### config.mk
export PLATFORM = sky130hd
export DESIGN_NAME = serial_subtractor
export DESIGN_NICKNAME = d
export VERILOG_FILES = /design/src/rtl/serial_subtractor.sv
export SDC_FILE = /design/constraint.sdc
export NUM_CORES = 1
export LEC_CHECK = 0
export CAP_MARGIN = 20
export CORE_MARGIN = 1.5
export CORE_UTILIZATION = 56
export CTS_CLUSTER_SIZE = 25
export DETAILED_ROUTE_END_ITERATION = 8
export HOLD_SLACK_MARGIN = 0.02
export PLACE_DENSITY = 0.91
export REMOVE_ABC_BUFFERS = 1
export SETUP_SLACK_MARGIN = 0.05
export SYNTH_ARGS = -nofsm -noshare
export SYNTH_HDL_FRONTEND = slang
export SYNTH_SLANG_ARGS = --single-unit
export TNS_END_PERCENT = 1
### constraint.sdc
create_clock -name clk -period 4.5 [get_ports clk]
set_input_delay 0.9 -clock clk [delete_from_list [all_inputs] [get_ports clk]]
set_output_delay 0.9 -clock clk [all_outputs]
set_load 0.01 [all_outputs]
### src/rtl/serial_subtractor.sv
// Bit-serial two's-complement subtractor: one full-adder slice computes a + ~b + 1
// LSB first, with a start/ready/done handshake and held result flags.
module serial_subtractor #(
  parameter int WIDTH = 8
) (
  input  logic             clk,
  input  logic             reset_n,
  input  logic             start,
  input  logic [WIDTH-1:0] a,
  input  logic [WIDTH-1:0] b,
  output logic             ready,
  output logic             busy,
  output logic             done,
  output logic [WIDTH-1:0] diff,
  output logic             borrow_out,
  output logic             overflow,
  output logic             zero
);

  localparam int CW = $clog2(WIDTH);
  localparam logic [CW-1:0] LAST = CW'(WIDTH - 1);

  typedef enum logic [1:0] {IDLE, RUN, DONE} state_t;

  state_t           state_q, state_d;
  logic [WIDTH-1:0] a_sh, b_sh, acc;
  logic [CW-1:0]    cnt;
  logic             carry;

  logic             a_i, nb_i, s, c_nxt, last;
  logic [WIDTH-1:0] acc_nxt;

  // Single full-adder slice on the current LSBs; the sum enters from the MSB side.
  always_comb begin
    a_i     = a_sh[0];
    nb_i    = ~b_sh[0];
    s       = a_i ^ nb_i ^ carry;
    c_nxt   = (a_i & nb_i) | (a_i & carry) | (nb_i & carry);
    acc_nxt = {s, acc[WIDTH-1:1]};
    last    = (cnt == LAST);
  end

  always_ff @(posedge clk or negedge reset_n) begin
    if (!reset_n) state_q <= IDLE;
    else          state_q <= state_d;
  end

  always_comb begin
    state_d = state_q;
    ready   = 1'b0;
    busy    = 1'b0;
    done    = 1'b0;
    case (state_q)
      IDLE: begin
        ready = 1'b1;
        if (start) state_d = RUN;
      end
      RUN: begin
        busy = 1'b1;
        if (last) state_d = DONE;
      end
      DONE: begin
        done    = 1'b1;
        state_d = IDLE;
      end
      default: state_d = IDLE;
    endcase
  end

  // Result port and flags only move on the final RUN edge, so the previous answer stays visible.
  always_ff @(posedge clk or negedge reset_n) begin
    if (!reset_n) begin
      a_sh       <= '0;
      b_sh       <= '0;
      acc        <= '0;
      cnt        <= '0;
      carry      <= 1'b0;
      diff       <= '0;
      borrow_out <= 1'b0;
      overflow   <= 1'b0;
      zero       <= 1'b0;
    end else begin
      case (state_q)
        IDLE: begin
          if (start) begin
            a_sh  <= a;
            b_sh  <= b;
            acc   <= '0;
            cnt   <= '0;
            carry <= 1'b1;
          end
        end
        RUN: begin
          a_sh  <= a_sh >> 1;
          b_sh  <= b_sh >> 1;
          acc   <= acc_nxt;
          carry <= c_nxt;
          if (last) begin
            diff       <= acc_nxt;
            borrow_out <= ~c_nxt;
            overflow   <= (a_i == nb_i) && (s != a_i);
            zero       <= (acc_nxt == '0);
          end else begin
            cnt <= cnt + 1'b1;
          end
        end
        default: ;
      endcase
    end
  end

endmodule

==> flow_summary.toml, run 1 <==
[run_status]
status = "completed"

[drt]
drc = 0
drtAntennaViolNets = 0
drt_iter0_drc = 26
wl_mm = 3.39
dr.pass1.iters = 4
via_count = 1246
post_drt_via_cell_ratio = 5.46
wl_per_cell_um = 14.9

[synthesis]
seq_area_frac_synth_pct = 53.5
yosys.area_share.simple_pct = 9.36
syn_avg_cell_area_um2 = 12.2
synth_cell_types = 33
synth_top_area_share_pct = 53.5
synth_top_family_by_area = "compound AO/OA/AOI/OAI gates"
synthXorXnorAreaFrac_pct = 0.468
synth_area_leaders = "dfrtp_1, mux2i_1, o21ai_2"
yosysMostFrequentCell = "dfrtp_1"
synthAdderAreaFrac_pct = 3.07
yosysWarnings = 0
ys_async_sr_fraction_pct = 100
synth_edf_count = 0
ys_top_cells_by_count = "dfrtp_1, nand2_1, mux2i_1, o21ai_0, o21ai_2"
synth-main-ff-cell = "dfrtp_1"
synth_area_leader_cell = "dfrtp_1"
muxShareOfSynthArea_pct = 10.8
synth-compound-area-share_pct = 16.8
postSynthCellCount = 153
ys_ff_latch = 40
netlist_area_mm2 = 0.00187

[final_layout]
final_core_util_pct = 72.1
finalNetCount = 206
fill_cells = 258
fin_cells = 228
final_layout_size_suffix_gt1_share_pct = 15.8
antennaDiodeCount = 0
syn_to_final_growth_pct = 19.6

[pwr]
p_int_w = 0.000970
ir_worst_vdd_v = 0.000316
p_clk_share_pct = 16.8
p_per_area_mw_per_mm2 = 668
cellLeakagePower_nw = 1.05
comb_power_share_pct = 41.3
p_sw_w = 0.000525
sequentialPowerShare_pct = 41.9
sw_frac_of_total_pct = 35.1
power_w = 0.00149

[timing]
hold_ws_ns = 0.495
clock_skew_ns = 0.0100
setup_viol = 0
final_max_slew_viol_count = 0
hold_viol = 0
timing.fmax_mhz = 314
totalNegativeSetupSlack_ns = 0
finalCritPeriodShare_pct = 70.7
rsz0062_at_grt = "no"
fin_crit_ns = 3.18
tightest_slew_ns = 0.853
relSlewSlack_pct = 43.1

[clock_network]
tritoncts = "yes"
cts_resized = 0
cts_sinks = 40
clkTransAtPathRegs_ns = 0.11
numCtsBuffers = 5
cts.hold.buffers_added = 0
clock_latency_ns = 0.35
clockBufferDepth = 2
htree_levels = 2
cts_root_buf = "clkbuf_4"
cts_setup_buffers = 0

[critical_path]
cp-end-kind = "output port"
path_cells = "nor2b_4 -> clkdlybuf4s50_1"
critPathMaxFanout = 21
max_stage_delay_ns = 0.66
crit_required_ns = 3.60
r2r-end = "zero"
worstPathArrival_ns = 2.28
ff2ff_setup_slack_ns = 2.70
worstSetupEndpoint = "busy"
cp_slowest_cell = "clkdlybuf4s50_1"
rr_worst_depth = 5
start_kind = "flip-flop"
worst-setup-path-type = "flip-flop to output port"
r2r_start = "a_sh[0]"
crit_start = "state_q[0]"

[placed_design]
placed_cells = 220
dpl.hpwl_mm = 2.37
port_buffers = 32
gp_congestion = 0.748

[worst_hold_path]
min_path_type = "flip-flop to flip-flop"

[die]
die-area_mm2 = 0.00370
start_util_pct = 60.3
fp-row-count = 20
die_w_um = 60.8
io_pins = 33
coreArea_mm2 = 0.00310
die_y_um = 60.8

[grt]
gr-total-overflow = 0
grt_pass1_wl_mm = 5.64
grt_max_degree = 41
grt_pass1_vias = 1243
grt.total_usage_pct = 21.1
antenna_found_initial = 0

[job]
drv_cap = 0
==> power groups by stage <==
| stage | clock (W) | sequential (W) | combinational (W) |
|---|---|---|---|
| after floorplan | 0 | 0.000624 | 0.000399 |
| after detailed placement | 0 | 0.000635 | 0.000622 |
| final | 0.000251 | 0.000626 | 0.000618 |
| after global routing | 0.000269 | 0.000647 | 0.000685 |
| after CTS | 0.000256 | 0.000628 | 0.000626 |
| after global placement | 0 | 0.000621 | 0.000590 |
==> critical path, delay by kind of cell, from the launching register on <==
kind                   cells  cell delay, ns
buffers and inverters      1            0.66
flip-flops                 1            0.64
AND/OR/NAND/NOR            1            0.63
==> cell usage in the layout (no fill, tap or decap), types with 2 or more instances in the layout <==
master / instances
o31ai_1: 2
a22oi_1: 6
mux2_4: 3
dfrtp_1: 40
inv_1: 5
a21oi_1: 5
o21ai_2: 9
nor2b_1: 4
clkbuf_4: 5
clkdlybuf4s50_1: 31
a22o_1: 6
mux2i_1: 10
nand2_1: 20
ha_1: 3
o21ai_1: 2
o21ai_0: 9
nor2_1: 2
mux2_2: 5
==> how the worst min path moves through the flow <==
stage | from | to | slack (ns) | cells past startpoint
after detailed placement | b_sh[1] | b_sh[1] | 0.47 | 2
final | a_sh[4] | a_sh[4] | 0.50 | 2
after global placement | zero | zero | 0.46 | 2
after floorplan | a_sh[3] | a_sh[3] | 0.45 | 2
after CTS | b_sh[1] | b_sh[1] | 0.50 | 2
after global routing | a_sh[6] | a_sh[6] | 0.52 | 2
==> metrics by stage <==
| stage | instance area, um2 | setup slack, ns |
|---|---|---|
| after global placement | 2150 | 1.76 |
| after floorplan | 1780 | 2.53 |
| final | 2240 | 1.32 |
| after CTS | 2240 | 1.30 |
| after detailed placement | 2150 | 1.72 |
| after global routing | 2240 | 1.17 |
==> final cells by class <==
type	instances	area, um2	area share [%]
sequential	40	1000	44.7
clock inverter	2	38.8	1.73
inverter	5	18.8	0.838
tap	44	55.1	2.46
multi-input combinational	99	758	33.9
clock buffer	6	51.3	2.29
timing repair buffer	32	315	14.1
==> state kept, by name (all words and copies together), names as in the netlist <==
register	flops
zero	1
overflow	1
state_q	2
borrow_out	1
b_sh	8
cnt	3
diff	8
a_sh	8
carry	1
acc	7
==> layer usage <==
metal	track usage (%)	routed length (um)	share of wire, %	vias up
li1	-	-	-	601
met3	6.82	185	5.5	4
met5	0	0	0	-
met4	4.66	28	0.83	0
met2	37.5	1800	53	36
met1	24.9	1380	41	605
==> kinds of logic (layout without fill, tap and decap cells) <==
group	Yosys count	in the layout
compound gates	43	43
xor+xnor	1	1
fa+ha+maj	4	4
buf+inv	14	45
flops	40	40
mux	18	18
simple gates	33	33
Power figures use the tool's default switching activity.
==> run 2: changes to the inputs <==
- CORE_UTILIZATION: 56 -> 52
- PLACE_DENSITY: 0.91 -> 0.86
- clock period: 4.5 -> 3.3 ns (I/O delays scaled with it)
==> run 2 against run 1 <==
Cell area is the same. Non-clock buffer count grew 1. Clock skew shrank 0.0036 ns. Largest power group unchanged. Power grew 35%. Worst hold slack lost 0.095 ns. Critical endpoint unchanged. Routed wire length shrank 1.6%. Register-to-register slack lost 1.2 ns. First-iteration DRC count is the same. Global-route usage shrank 2.0 points. Sequential share of layout area is the same. Sequential cell count is the same.
==> flow_summary.toml, run 2 (synthesis gave the netlist of run 1 again) <==
[drt]
drtAntennaViolNets = 0
drc = 0
via_count = 1275
wl_per_cell_um = 14.5
post_drt_via_cell_ratio = 5.52
wl_mm = 3.34
dr.pass1.iters = 4
drt_iter0_drc = 26

[timing]
tightest_slew_ns = 0.866
rsz0062_at_grt = "no"
timing.fmax_mhz = 406
final_max_slew_viol_count = 0
hold_viol = 0
fin_crit_ns = 2.46
clock_skew_ns = 0.00639
relSlewSlack_pct = 42.3
setup_viol = 0
finalCritPeriodShare_pct = 74.7
setup_slack_ns = 0.836
totalNegativeSetupSlack_ns = 0
hold_ws_ns = 0.400

[die]
fp-row-count = 21
die-area_mm2 = 0.00397
coreArea_mm2 = 0.00339
die_w_um = 63.0
start_util_pct = 55.2
io_pins = 33
die_y_um = 63.0

[final_layout]
final_layout_size_suffix_gt1_share_pct = 16.2
mostFrequentLayoutCell = "dfrtp_1"
fill_cells = 263
design_area_mm2 = 0.00224
syn_to_final_growth_pct = 19.6
finalNetCount = 207
largestRegisters = "a_sh (8), b_sh (8), diff (8)"
final_cell_mix = "dfrtp_1, clkdlybuf4s50_1, nand2_1, mux2i_1"
antennaDiodeCount = 0

[clock_network]
cts_resized = 0
cts_root_buf = "clkbuf_4"
clkTransAtPathRegs_ns = 0.12
htree_levels = 2
cts.hold.buffers_added = 0
cts_sinks = 40
numCtsBuffers = 5
cts_setup_buffers = 0
tritoncts = "yes"
clockBufferDepth = 2
clock_latency_ns = 0.36

[placed_design]
dpl.hpwl_mm = 2.34
dpl_cell_area_mm2 = 0.00216
gp_congestion = 0.781
place_ws_ns = 0.994
port_buffers = 32

[job]
drv_cap = 0

[critical_path]
max_stage_delay_ns = 0.66
path_cells = "nor2b_4 -> clkdlybuf4s50_1"
cp-end-kind = "output port"
crit_required_ns = 2.64
worstPathArrival_ns = 1.80
r2r_start = "a_sh[0]"
critPathMaxFanout = 12
cp_slowest_cell = "dfrtp_1"
worst-setup-path-type = "flip-flop to output port"
start_kind = "flip-flop"
crit_start = "state_q[0]"

[pwr]
ir_worst_vdd_v = 0.000535
p_per_area_mw_per_mm2 = 903
cellLeakagePower_nw = 1.04

[grt]
gr-total-overflow = 0
grt_pass1_wl_mm = 5.87
antenna_found_initial = 0
grt.total_usage_pct = 19.1
grt_max_degree = 41
grt_pass1_vias = 1293

[run_status]
status = "completed"

[worst_hold_path]
min_path_type = "input port to async pin"
run 2: changes by cell type in the layout (fill, tap and decap cells not counted), sizes merged:
| cell | delta |
|---|---|
| buf | +1 |
| clkinvlp | +1 |
| clkbuf | -1 |
run 2: worst max-delay path: cells and delay by family, from the launching register on:
| family | cells | cell delay (ns) |
|---|---|---|
| buffers and inverters | 1 | 0.54 |
| DFF | 1 | 0.66 |
| and+or+nand+nor | 1 | 0.24 |
run 2: worst paths after layout:
check,endpoint,slack (ns),cells after the start
max in group asynchronous,diff[3],2.37,1
max,busy,0.84,2
min in group clk,overflow,0.49,2
min,diff[2],0.40,1
min reg2reg,overflow,0.49,2
max reg2reg,zero,1.52,5
run 2: stage by stage:
step                      std cells  utilization, %  total power [W]
after detailed placement        223            63.7          0.00172
after CTS                       231            66.0          0.00204
final                           231            66.0          0.00202
after global routing            231            66.0          0.00217
after global placement          223            63.7          0.00166
after floorplan                 144               -          0.00140
run 2: power breakdown:
part,internal [W],switching [W]
clock,0.000158,0.000165
combinational,0.000455,0.000388
sequential,0.000692,0.000163
run 2: metal layers:
metal	track usage (%)	vias up	share of wire (%)	wire length, um
met1	23.3	627	45	1500
li1	-	603	-	-
met5	0	-	0	0
met4	6.39	0	1.3	44
met2	31.9	41	48	1620
met3	6.31	4	5.4	181
run 2: cell type report:
cell class / instances / area (um2) / share of cell area [%]
clock buffer: 5 / 37.5 / 1.68
clock inverter: 3 / 42.5 / 1.90
inverter: 5 / 18.8 / 0.838
multi-input combinational: 99 / 758 / 33.9
sequential: 40 / 1000 / 44.7
tap: 46 / 57.6 / 2.57
timing repair buffer: 33 / 323 / 14.4
==> run 3: changes to the inputs <==
- CORE_UTILIZATION: 52 -> 47
- PLACE_DENSITY: 0.86 -> 0.82
- clock period: 3.3 -> 2.26 ns (I/O delays scaled with it)
==> run 3 against run 2 <==
Clock power rose by 36%. Critical path type unchanged. Cell count up 0.87%. Non-clock buffer count grew 1. Worst hold slack worse by 0.13 ns. Sequential cell count unchanged. Worst setup slack lost 0.69 ns. Sequential power is 47% higher. Clock skew fell by 0.00074 ns. Register-to-register slack lost 0.99 ns.
==> flow_summary.toml, run 3 (synthesis gave the netlist of run 1 again) <==
[critical_path]
cp-end-kind = "output port"
worst-setup-path-type = "flip-flop to output port"
start_kind = "flip-flop"
crit_buf_inv = 1
cp_slowest_cell = "dfrtp_1"
max_stage_delay_ns = 0.65
crit_required_ns = 1.81
path_cells = "nor2b_1 -> clkdlybuf4s50_1"
worstPathArrival_ns = 1.66
critPathMaxFanout = 14
crit_family = "flip-flops"

[drt]
via_count = 1254
drt_iter0_drc = 64
wl_mm = 3.41
dr.pass1.iters = 4
drc = 0
wl_per_cell_um = 14.6
post_drt_via_cell_ratio = 5.38
drtAntennaViolNets = 0

[die]
start_util_pct = 50.0
coreArea_mm2 = 0.00374
die_w_um = 66.1
io_pins = 33
die_y_um = 66.1
die-area_mm2 = 0.00437
fp-row-count = 22

[clock_network]
clockBufferDepth = 2
numCtsBuffers = 5
tritoncts = "yes"
clock_latency_ns = 0.29
cts_sinks = 40
cts_setup_buffers = 0
htree_levels = 2
cts_root_buf = "clkbuf_8"
clkTransAtPathRegs_ns = 0.07

[timing]
hold_viol = 0
relSlewSlack_pct = 41.8
timing.fmax_mhz = 473
tightest_slew_ns = 0.874
clock_skew_ns = 0.00565
finalCritPeriodShare_pct = 93.6
final_max_slew_viol_count = 0
fin_crit_ns = 2.12
rsz0062_at_grt = "no"
totalNegativeSetupSlack_ns = 0
setup_viol = 0

[grt]
gr-total-overflow = 0
grt_pass1_wl_mm = 5.89
grt_max_degree = 41
grt_pass1_vias = 1247
grt.total_usage_pct = 18.2
antenna_found_initial = 0

[run_status]
status = "completed"

[final_layout]
final_layout_size_suffix_gt1_share_pct = 16.2
design_area_mm2 = 0.00226
mostFrequentLayoutCell = "dfrtp_1"
syn_to_final_growth_pct = 20.7
antennaDiodeCount = 0
largestRegisters = "a_sh (8), b_sh (8), diff (8)"
fill_cells = 334
finalNetCount = 208
final_cell_mix = "dfrtp_1, clkdlybuf4s50_1, nand2_1, mux2i_1"

[job]
drv_cap = 0

[placed_design]
dpl.hpwl_mm = 2.47
gp_congestion = 0.795
dpl_cell_area_mm2 = 0.00218
port_buffers = 32

[pwr]
p_per_area_mw_per_mm2 = 1310
cellLeakagePower_nw = 1.05
ir_worst_vdd_v = 0.000758

[worst_hold_path]
min_path_type = "input port to async pin"
run 3: final cells by class:
type	count	area (um2)	area share (%)
flip-flops and latches	40	1000	44.4
multi-input cells	99	758	33.6
inverters	5	18.8	0.831
clock buffers	6	72.6	3.21
well taps	48	60.1	2.66
clock inverters	1	5.00	0.221
repair buffers	34	343	15.2
run 3: what timing repair did:
item / CTS / global route
resized for setup: 0 / 1
endpoints found under the hold margin: 0 / 0
hold buffers: 0 / 0
setup endpoints to repair: 0 / 1
run 3: through the flow:
stage	std cells	setup WS (ns)	util (%)	hold slack (ns)	power [W]
6_report	233	0.144	60.4	0.271	0.00297
5_1_grt	233	0.0610	60.4	0.340	0.00319
4_1_cts	233	0.0809	60.3	0.299	0.00300
3_5_place_dp	226	0.379	58.3	0.471	0.00256
3_3_place_gp	226	0.412	58.3	0.460	0.00246
2_1_floorplan	144	0.727	-	0.156	0.00204
run 3: metal layers:
metal  up-vias  track usage [%]  share of wire (%)
met3         4             5.62                5.4
met5         -                0                  0
met1       611             21.8                 44
li1        601                -                  -
met4         0             6.12                1.3
met2        38             30.9                 50
run 3: path summary, 6_finish.rpt:
path / from / endpoint / slack [ns] / depth (start not counted)
setup / recovery: state_q[1] / done / 0.14 / 2
hold / removal: reset_n / acc[5] / 0.27 / 1
max in group asynchronous: reset_n / state_q[0] / 1.39 / 1
hold reg to reg: zero / zero / 0.48 / 2
setup reg to reg: a_sh[0] / zero / 0.53 / 5
min in group clk: zero / zero / 0.48 / 2
run 3: worst register-to-register path, cell delays in order (launching register included):
cell and delay [ns]:
dfrtp_1 0.41, inv_1 0.10, fa_1 0.64, nor4b_1 0.29
nand2_1 0.07, o21ai_0 0.15
run 3: where the power goes:
part	internal, W	switching (W)	total, W
sequential	0.00102	0.000243	0.00126
clock	0.000210	0.000229	0.000439
combinational	0.000688	0.000580	0.00127
